`config.mk`:
```
export PLATFORM = sky130hd
export DESIGN_NAME = serial_subtractor
export DESIGN_NICKNAME = d
export VERILOG_FILES = /design/src/rtl/serial_subtractor.sv
export SDC_FILE = /design/constraint.sdc
export NUM_CORES = 1
export LEC_CHECK = 0
export ABC_AREA = 1
export CAP_MARGIN = 20
export CORE_ASPECT_RATIO = 1.5
export CORE_MARGIN = 2
export CORE_UTILIZATION = 55
export DETAILED_ROUTE_END_ITERATION = 12
export PLACE_DENSITY = 0.93
export SLEW_MARGIN = 20
export SYNTH_ARGS = -nofsm -noshare
export SYNTH_HDL_FRONTEND = slang
export SYNTH_SLANG_ARGS = --single-unit
```
`constraint.sdc`:
```
create_clock -name clk -period 2.55 [get_ports clk]
set_input_delay 0.765 -clock clk [delete_from_list [all_inputs] [get_ports clk]]
set_output_delay 0.765 -clock clk [all_outputs]
set_load 0.02 [all_outputs]
```
`src/rtl/serial_subtractor.sv`:
```
// serial_subtractor: bit-serial a - b - bin, LSB first, one bit per clock with a registered borrow.
module serial_subtractor #(
  parameter int WIDTH = 8
) (
  input  logic             clk,
  input  logic             rst,
  input  logic             start,
  input  logic [WIDTH-1:0] a,
  input  logic [WIDTH-1:0] b,
  input  logic             bin,
  output logic             busy,
  output logic             done,
  output logic [WIDTH-1:0] diff,
  output logic             bout,
  output logic             ovf,
  output logic             zero
);
  localparam int CW = $clog2(WIDTH + 1);
  typedef enum logic {IDLE, RUN} state_t;
  state_t           state;
  logic [WIDTH-1:0] sa, sb, res, res_next;
  logic [CW-1:0]    count;
  logic             br, br_next, d, a_msb, b_msb;
  always_comb begin
    d        = sa[0] ^ sb[0] ^ br;
    br_next  = (~sa[0] & sb[0]) | (~(sa[0] ^ sb[0]) & br);
    res_next = (res >> 1) | (WIDTH'(d) << (WIDTH - 1));
  end
  always_ff @(posedge clk or posedge rst) begin
    if (rst) begin
      state <= IDLE;
      {busy, done, bout, ovf, zero, br, a_msb, b_msb} <= '0;
      {diff, sa, sb, res} <= '0;
      count <= '0;
    end else begin
      done <= 1'b0;
      if (state == IDLE) begin
        if (start) begin
          sa    <= a;
          sb    <= b;
          br    <= bin;
          a_msb <= a[WIDTH-1];
          b_msb <= b[WIDTH-1];
          count <= '0;
          busy  <= 1'b1;
          state <= RUN;
        end
      end else begin
        sa    <= sa >> 1;
        sb    <= sb >> 1;
        br    <= br_next;
        res   <= res_next;
        count <= count + CW'(1);
        if (count == CW'(WIDTH - 1)) begin
          diff  <= res_next;
          bout  <= br_next;
          ovf   <= (a_msb ^ b_msb) & (d ^ a_msb);
          zero  <= res_next == '0;
          done  <= 1'b1;
          busy  <= 1'b0;
          state <= IDLE;
        end
      end
    end
  end
endmodule

```
# Word-level counts from Yosys, hierarchy flattened
# Cells that the tools add are included.
[totals]
register_bits = 45
in_bits = 20
word_cells = 50
[op_classes]
n_addsub = 1
eq_ne = 2
mux = 16
n_bitwise = 12
reduce_logical = 5
[op_table]
columns = ["operator", "n"]
rows = [
  ["2-to-1 mux 8 bit", 4],
  ["2-to-1 mux 1 bit", 10],
  ["zero test 8 bit", 1],
  ["2-to-1 mux 4 bit", 2],
  ["OR 7 x 8 -> 8 bit", 1],
  ["AND reduction 2 bit", 3],
  ["adder 4 x 1 -> 4 bit (second input constant)", 1],
  ["== test 4 x 3 -> 1 bit (second input constant)", 1],
  ["bitwise XOR 1 bit", 4],
  ["AND 1 bit", 3],
  ["NOT 1 bit", 3],
  ["inequality test 2 x 1 -> 1 bit (second input constant)", 1],
  ["nonzero test 2 bit", 1],
  ["OR 1 bit", 1],
]

# Depth between registers and ports, before layout
# Gate-level depths: netlist of the first run.
[depth]
ltp_word = 5
ltp_mapped = 7
mapped_depth_nobuf = 7

# Worst setup path after synthesis of the first run
# OpenSTA, ideal clock, no wires.
[synth_path]
path_kind = "register -> register"
start = "register sa[0]"
end = "register ovf"
setup_ps = 116
arrival_ps = 1217
required_time_ps = 2434
path_slack_ps = 1216
path_stages_with_launch = 7
synth_period_minus_slack_ps = 1334
cell_sequence = "dfrtp_1 fa_1 inv_1 nand3b_1 nand2_1 nand2_1 nand2_1"
[synth_between]
elab_chain_cells = 4
[synth_rtl]
columns = ["element", "line_no", "source"]
rows = [
  ["start: declaration", "21", "logic [WIDTH-1:0] sa, sb, res, res_next;"],
  ["start signal: assignment", "49", "sa <= sa >> 1;"],
  ["bitwise XOR 1 bit (2 in a row)", "25", "d = sa[0] ^ sb[0] ^ br;"],
  ["via d", "23", "logic br, br_next, d, a_msb, b_msb;"],
  ["bitwise XOR 1 bit", "57", "ovf <= (a_msb ^ b_msb) & (d ^ a_msb);"],
  ["AND 1 bit", "57", ""],
  ["end signal: assignment", "57", ""],
  ["end: declaration", "15", "output logic ovf,"],
]
# The timed path passes the listed nets, and every way through them passes these cells.
# A chain may end at the register's enable or synchronous reset.

# Worst setup path after layout of the first run
[layout_path]
start = "register busy"
end = "output port busy"
[layout_lines]
columns = ["element", "line_no", "source"]
rows = [
  ["start: declaration", "11", "output logic busy,"],
  ["start signal: assignment", "32", "{busy, done, bout, ovf, zero, br, a_msb, b_msb} <= '0;"],
  ["start signal: assignment", "45", "busy <= 1'b1;"],
  ["start signal: assignment", "60", "busy <= 1'b0;"],
]
# No word-level cell between the ends.

==> metrics, run 1 <==
largest family of logic cells by synthesized area simple AND/OR/NAND/NOR gates; clk_lat worst skew 0.29 ns; Worst Path Arrival 1.27 ns; Synth Cell Area 1840 µm²; Worst VDD drop 0.000675 V; post-synth net total roughly 230; fin util 72.0%; Die ar. 3830 µm²; Post-DP HPWL 2.43 mm; fmax approximately 490 MHz; fraction of layout instances using a drive strength above 1 5.79%; Synth Register Bits between 40 and 50; post-synthesis compound-gate area fraction 6.13%; Max Cap Viol 0; CP max FO 2; top cells by area, synth dfrtp_1 60%, nand2_1 17%, nand3_1 4.1%; CP Cell Sequence clkdlybuf4s50_1; Area Growth Syn to Fin 23.9%; Required @ worst endpoint between 1.5 and 2 ns; cts repair resizes 0; Post-synth top cells 81 x nand2_1, 44 x dfrtp_1, 16 x inv_1, 15 x nand3_1, 12 x o21ai_0; height of the chip between 70 and 80 µm; CTS tree built; slowest stage delay, CP 0.61 ns; Hold Fails Final Rpt 0; clk sinks 44; I/O Pins 33; Routed Antenna Nets 0; simple logic cell fraction of the synthesized area 24.6%; cells after synthesis around 200; WS Path Type reg -> out; Starting Density 58.1%; drt pass-1 iters 4; R2R setup slack 0.91 ns; Tmin final around 2 ns; Hold Path Depth 2; critical path startpoint category flop; post-synthesis adder-cell area fraction 1.77%; n_diodes 0; EDFF count, synth 0; Rows 25; post-synthesis mux area share less than 1%; via/cell ratio 5.23; Avg Cell Area, Syn 8.92 µm²; R2R depth 5; post-synth top area share 59.9%; xor-xnor portion of the synthesized cell area 0%; Static Leak 1.14 nW; Synth cell types 20; reg-to-reg endpoint diff[4]; critical path's top delay family buffers and inverters; Clock Skew 0.00342 ns; TritonCTS Buffers 5; vias in the first global route 1425; Critical Path Sink Type output pin; Final GP Congestion between 0.7 and 0.8; Final TNS setup 0 ns; largest net degree at the start of global routing between 40 and 50; DRC violations left 0; hold buffer count at cts 0; Die Width 51.2 µm; Nets approximately 260; DR iter-0 viols 44; DR vias about 1500; Hold WC Path Type reg -> reg; Synth Warn # 0; drt total wl 3.47 mm; initial antenna violation count 0; post-CTS setup buffer count 0; H-tree Lvls 2; cell area power density 1150 nW/µm²; post-synthesis sequential area ratio 59.9%; Wirelength per Cell approximately 12 µm; fin crit share 79.9%; most frequent cell after synthesis nand2_1; design area around 2300 µm²; worst rel slew slack 63.9%; Total GRT Usage 22.0%; worst hold path endpoint zero; Worst Path Buf+Inv 1; Primary FF master, synth dfrtp_1; Root Driver clkbuf_8; reg2reg start count[0]; # port buffers 32; GRT overflow 0; status completed; slowest cell on the critical path clkdlybuf4s50_1; core area 3160 µm²; FFs w/ async S/R, synth 100%; Yosys top cell by area dfrtp_1; CTS Buffer Depth 2; RSZ-0062 raised after global routing no; Cell Area, Placed 2190 µm²; Worst-path clk slew 0.08 ns; worst hold start zero; max-slew violations 0; setup violators final 0; worst-margin pin slew 0.540 ns; first-pass GRT wire length a little over 6 mm
-- worst max-delay path by stage --
| stage | depth (start not counted) | startpoint | to |
|---|---|---|---|
| 6_report | 1 | busy | busy |
| 5_1_grt | 1 | busy | busy |
| 4_1_cts | 1 | busy | busy |
| 3_5_place_dp | 5 | start | busy |
| 3_3_place_gp | 5 | start | sb[5] |
| 2_1_floorplan | 1 | rst | a_msb |
-- per-stage QoR --
stage,hold slack [ns],instances,power [mW],setup slack [ns]
global route,0.512,282,2.84,0.450
detailed placement,0.466,274,2.19,0.724
finish,0.484,282,2.63,0.513
floorplan,0.453,206,1.84,0.754
global placement,0.464,274,2.12,0.750
CTS,0.487,282,2.64,0.501
-- metal layers --
| metal | vias up | global-route usage [%] | share of wire (%) |
|---|---|---|---|
| met5 | - | 0 | 0 |
| met4 | 0 | 9.61 | 2.5 |
| met3 | 10 | 4.76 | 5.1 |
| met2 | 52 | 39.2 | 54 |
| met1 | 703 | 25.2 | 39 |
| li1 | 710 | - | - |
-- cells by family (layout without fill, tap and decap cells) --
logic type / count (synthesis) / after routing
adder cells (fa/ha/maj): 2 / 2
flip-flops: 44 / 44
buffers and inverters: 27 / 63
AO/OA/AOI/OAI: 22 / 22
AND/OR/NAND/NOR: 110 / 110
multiplexers: 1 / 1
-- sequential cells by signal (all words and copies together), names as in the netlist --
signal,flops
sa,8
sb,8
a_msb,1
count,4
busy,1
br,1
done,1
b_msb,1
state,1
res,7
diff,8
zero,1
ovf,1
bout,1
-- cell usage in the layout (no fill, tap or decap), types with 2 or more instances in the layout --
cell type        synthesis  layout
nor2_1                   9       9
nand3b_1                 2       2
dfrtp_1                 44      44
clkdlybuf4s50_1          0      32
nand2_1                 81      81
o21ai_1                  9       9
inv_1                   16      16
clkbuf_8                 0       6
nand3_1                 15      15
clkbuf_1                 1       2
buf_4                    1       5
o21ai_0                 12      12
nand4_1                  2       2
-- layout make-up --
cell class	count	area, µm²
repair buffers	37	358
clock buffers	8	90.1
fillers	240	883
multi-input cells	135	607
well taps	40	50.0
inverters	18	70.1
flip-flops and latches	44	1100
-- power breakdown --
group / switching [mW] / internal (mW)
Combinational: 0.599 / 0.427
Clock: 0.226 / 0.221
Sequential: 0.173 / 0.980
Note: power is estimated with default switching activity, not from simulation.
==> run 2: changes to the inputs <==
--- a/config.mk
+++ b/config.mk
@@ -9,9 +9,9 @@
 export CAP_MARGIN = 20
 export CORE_ASPECT_RATIO = 1.5
 export CORE_MARGIN = 2
-export CORE_UTILIZATION = 55
+export CORE_UTILIZATION = 51
 export DETAILED_ROUTE_END_ITERATION = 12
-export PLACE_DENSITY = 0.93
+export PLACE_DENSITY = 0.88
 export SLEW_MARGIN = 20
 export SYNTH_ARGS = -nofsm -noshare
 export SYNTH_HDL_FRONTEND = slang
==> constraint.sdc (replaced) <==
create_clock -name clk -period 2.1 [get_ports clk]
set_input_delay 0.63 -clock clk [delete_from_list [all_inputs] [get_ports clk]]
set_output_delay 0.63 -clock clk [all_outputs]
set_load 0.02 [all_outputs]
==> run 2 against run 1 <==
Net effect:
- critical path depth stayed put
- worst hold slack hardly changed
- combinational power is 19% higher
- via count is 0.81% lower
- clock skew is 0.0085 ns higher
- cell area is 1.5% higher
- first-iteration DRC count is 30% higher
- final cell count is 1.4% higher
- non-clock buffer count is 2 higher
- worst setup slack worse by 0.33 ns
- wire length is 0.63% higher
- critical endpoint unchanged
- highest routed layer unchanged
==> metrics, run 2 (synthesis results as in run 1) <==
status completed; Final GP Congestion 0.749 (-1.6%); worst-margin pin slew 0.446 ns (-0.0943 ns); Hold WC Path Type reg -> reg; first-pass GRT wire length 6.15 mm (+1.4%); CTS tree built; CTS Buffer Depth 2 (unchanged); H-tree Lvls 2 (unchanged); fraction of layout instances using a drive strength above 1 6.97% (+1.2 points); critical path startpoint category flop; Top Registers diff x8, sa x8, sb x8; Total GRT Usage 20.0% (-1.9 points); Rows 26 (+4.0%); Fillers 277 (+15%); Worst Path Buf+Inv 1 (unchanged); CP startpoint busy; largest net degree at the start of global routing 26 (-42%); CP Cell Sequence clkdlybuf4s50_1; RSZ-0062 raised after global routing no; drt pass-1 iters 4 (unchanged); Static Leak 1.15 nW (+1.1%); Nets 265 (+0.76%); Final TNS setup 0 ns (unchanged); cell area power density 1390 nW/µm² (+21%); via/cell ratio 5.12 (-2.2%); slowest stage delay, CP 0.61 ns (about the same); I/O Pins 33 (unchanged); Worst VDD drop 0.000872 V (+29%); most frequent cells in the layout 81 x nand2_1, 44 x dfrtp_1, 32 x clkdlybuf4s50_1; Worst-path clk slew 0.08 ns (about the same); n_diodes 0 (unchanged); critical path depth 1 (unchanged); most common cell after layout, fill and taps aside nand2_1; drt total wl 3.49 mm (+0.63%); Area Growth Syn to Fin 25.7%; area of the multi-input gates 607 µm² (unchanged); DR vias 1463 (-0.81%); Die ar. 4110 µm² (+7.3%); # port buffers 32 (unchanged); GRT overflow 0 (unchanged); worst hold start zero; Starting Density 53.8% (-4.4 points); initial antenna violation count 0 (unchanged); DRC violations left 0 (unchanged); height of the chip 77.5 µm (+3.6%); Die Width 53 µm (+3.5%); max-slew violations 0 (unchanged); core area 3420 µm² (+8.1%); critical path's top delay family buffers and inverters; dpl cells 278 (+1.5%); Post-DP HPWL 2.58 mm (+6.3%); reg-to-reg endpoint ovf; reg2reg start state; clk sinks 44 (unchanged); Critical Path Sink Type output pin; CP max FO 2 (unchanged); TritonCTS Buffers 5 (unchanged); post-CTS setup buffer count 0 (unchanged); Cell Area, Placed 2220 µm² (+1.4%); WS Path Type reg -> out; vias in the first global route 1398 (-1.9%); fin crit share 91.4%; Root Driver clkbuf_8; Post-Layout Cell Count 286 (+1.4%); Required @ worst endpoint 1.47 ns (-0.32 ns); Routed Antenna Nets 0 (unchanged); Register Area 1100 µm² (unchanged); design area 2310 µm² (+1.5%); Tmin final 1.92 ns; Worst Path Arrival 1.29 ns (+0.02 ns); slowest cell on the critical path clkdlybuf4s50_1; setup violators final 0 (unchanged); R2R setup slack 0.63 ns (-0.28 ns); Hold Fails Final Rpt 0 (unchanged); cts repair resizes 0 (unchanged); DR iter-0 viols 57 (+30%); Tot Pwr 3.21 mW (+22%); Max Cap Viol 0 (unchanged); worst rel slew slack 70.3% (+6.4 points); Wirelength per Cell 12.2 µm (-0.77%); Clock Skew 0.0119 ns (+0.00846 ns); fmax ~520 MHz; fin util 67.6% (-4.4 points); worst setup path endpoint busy; hold buffer count at cts 0 (unchanged); R2R depth 5 (unchanged); clk_lat worst skew 0.30 ns (about the same)
## run 2: layer usage
layer | vias to the layer above | share of wire [%] | track usage, %
met3 | 10 | 4.2 | 5.19
li1 | 713 | - | -
met4 | 0 | 1.8 | 5.38
met2 | 42 | 54 | 33.5
met1 | 698 | 40 | 25.2
met5 | - | 0 | 0
## run 2: area by class of cell
type / count / share of cell area, %
clock buffers: 7 / 3.74
well taps: 42 / 2.28
clock inverters: 1 / 0.325
repair buffers: 39 / 16.7
multi-input cells: 135 / 26.3
flip-flops and latches: 44 / 47.7
inverters: 18 / 3.03
## run 2: report_power, final
part | internal (mW) | switching (mW) | total [mW] | leakage (nW)
sequential | 1.19 | 0.245 | 1.43 | 0.564
combinational | 0.534 | 0.693 | 1.23 | 0.541
clock | 0.267 | 0.283 | 0.550 | 0.0445
total | 1.99 | 1.22 | 3.21 | 1.15
## run 2: how the worst min path moves through the flow
stage / end / slack [ns] / cells past startpoint
3_3_place_gp: zero / 0.46 / 2
3_5_place_dp: zero / 0.46 / 2
5_1_grt: zero / 0.51 / 2
2_1_floorplan: sa[7] / 0.45 / 2
6_report: zero / 0.48 / 2
4_1_cts: zero / 0.49 / 2
## run 2: through the flow
step	hold WS (ns)	setup slack [ns]
2_1_floorplan	0.453	0.439
3_3_place_gp	0.463	0.428
3_5_place_dp	0.465	0.404
4_1_cts	0.487	0.179
5_1_grt	0.510	0.138
6_report	0.483	0.180
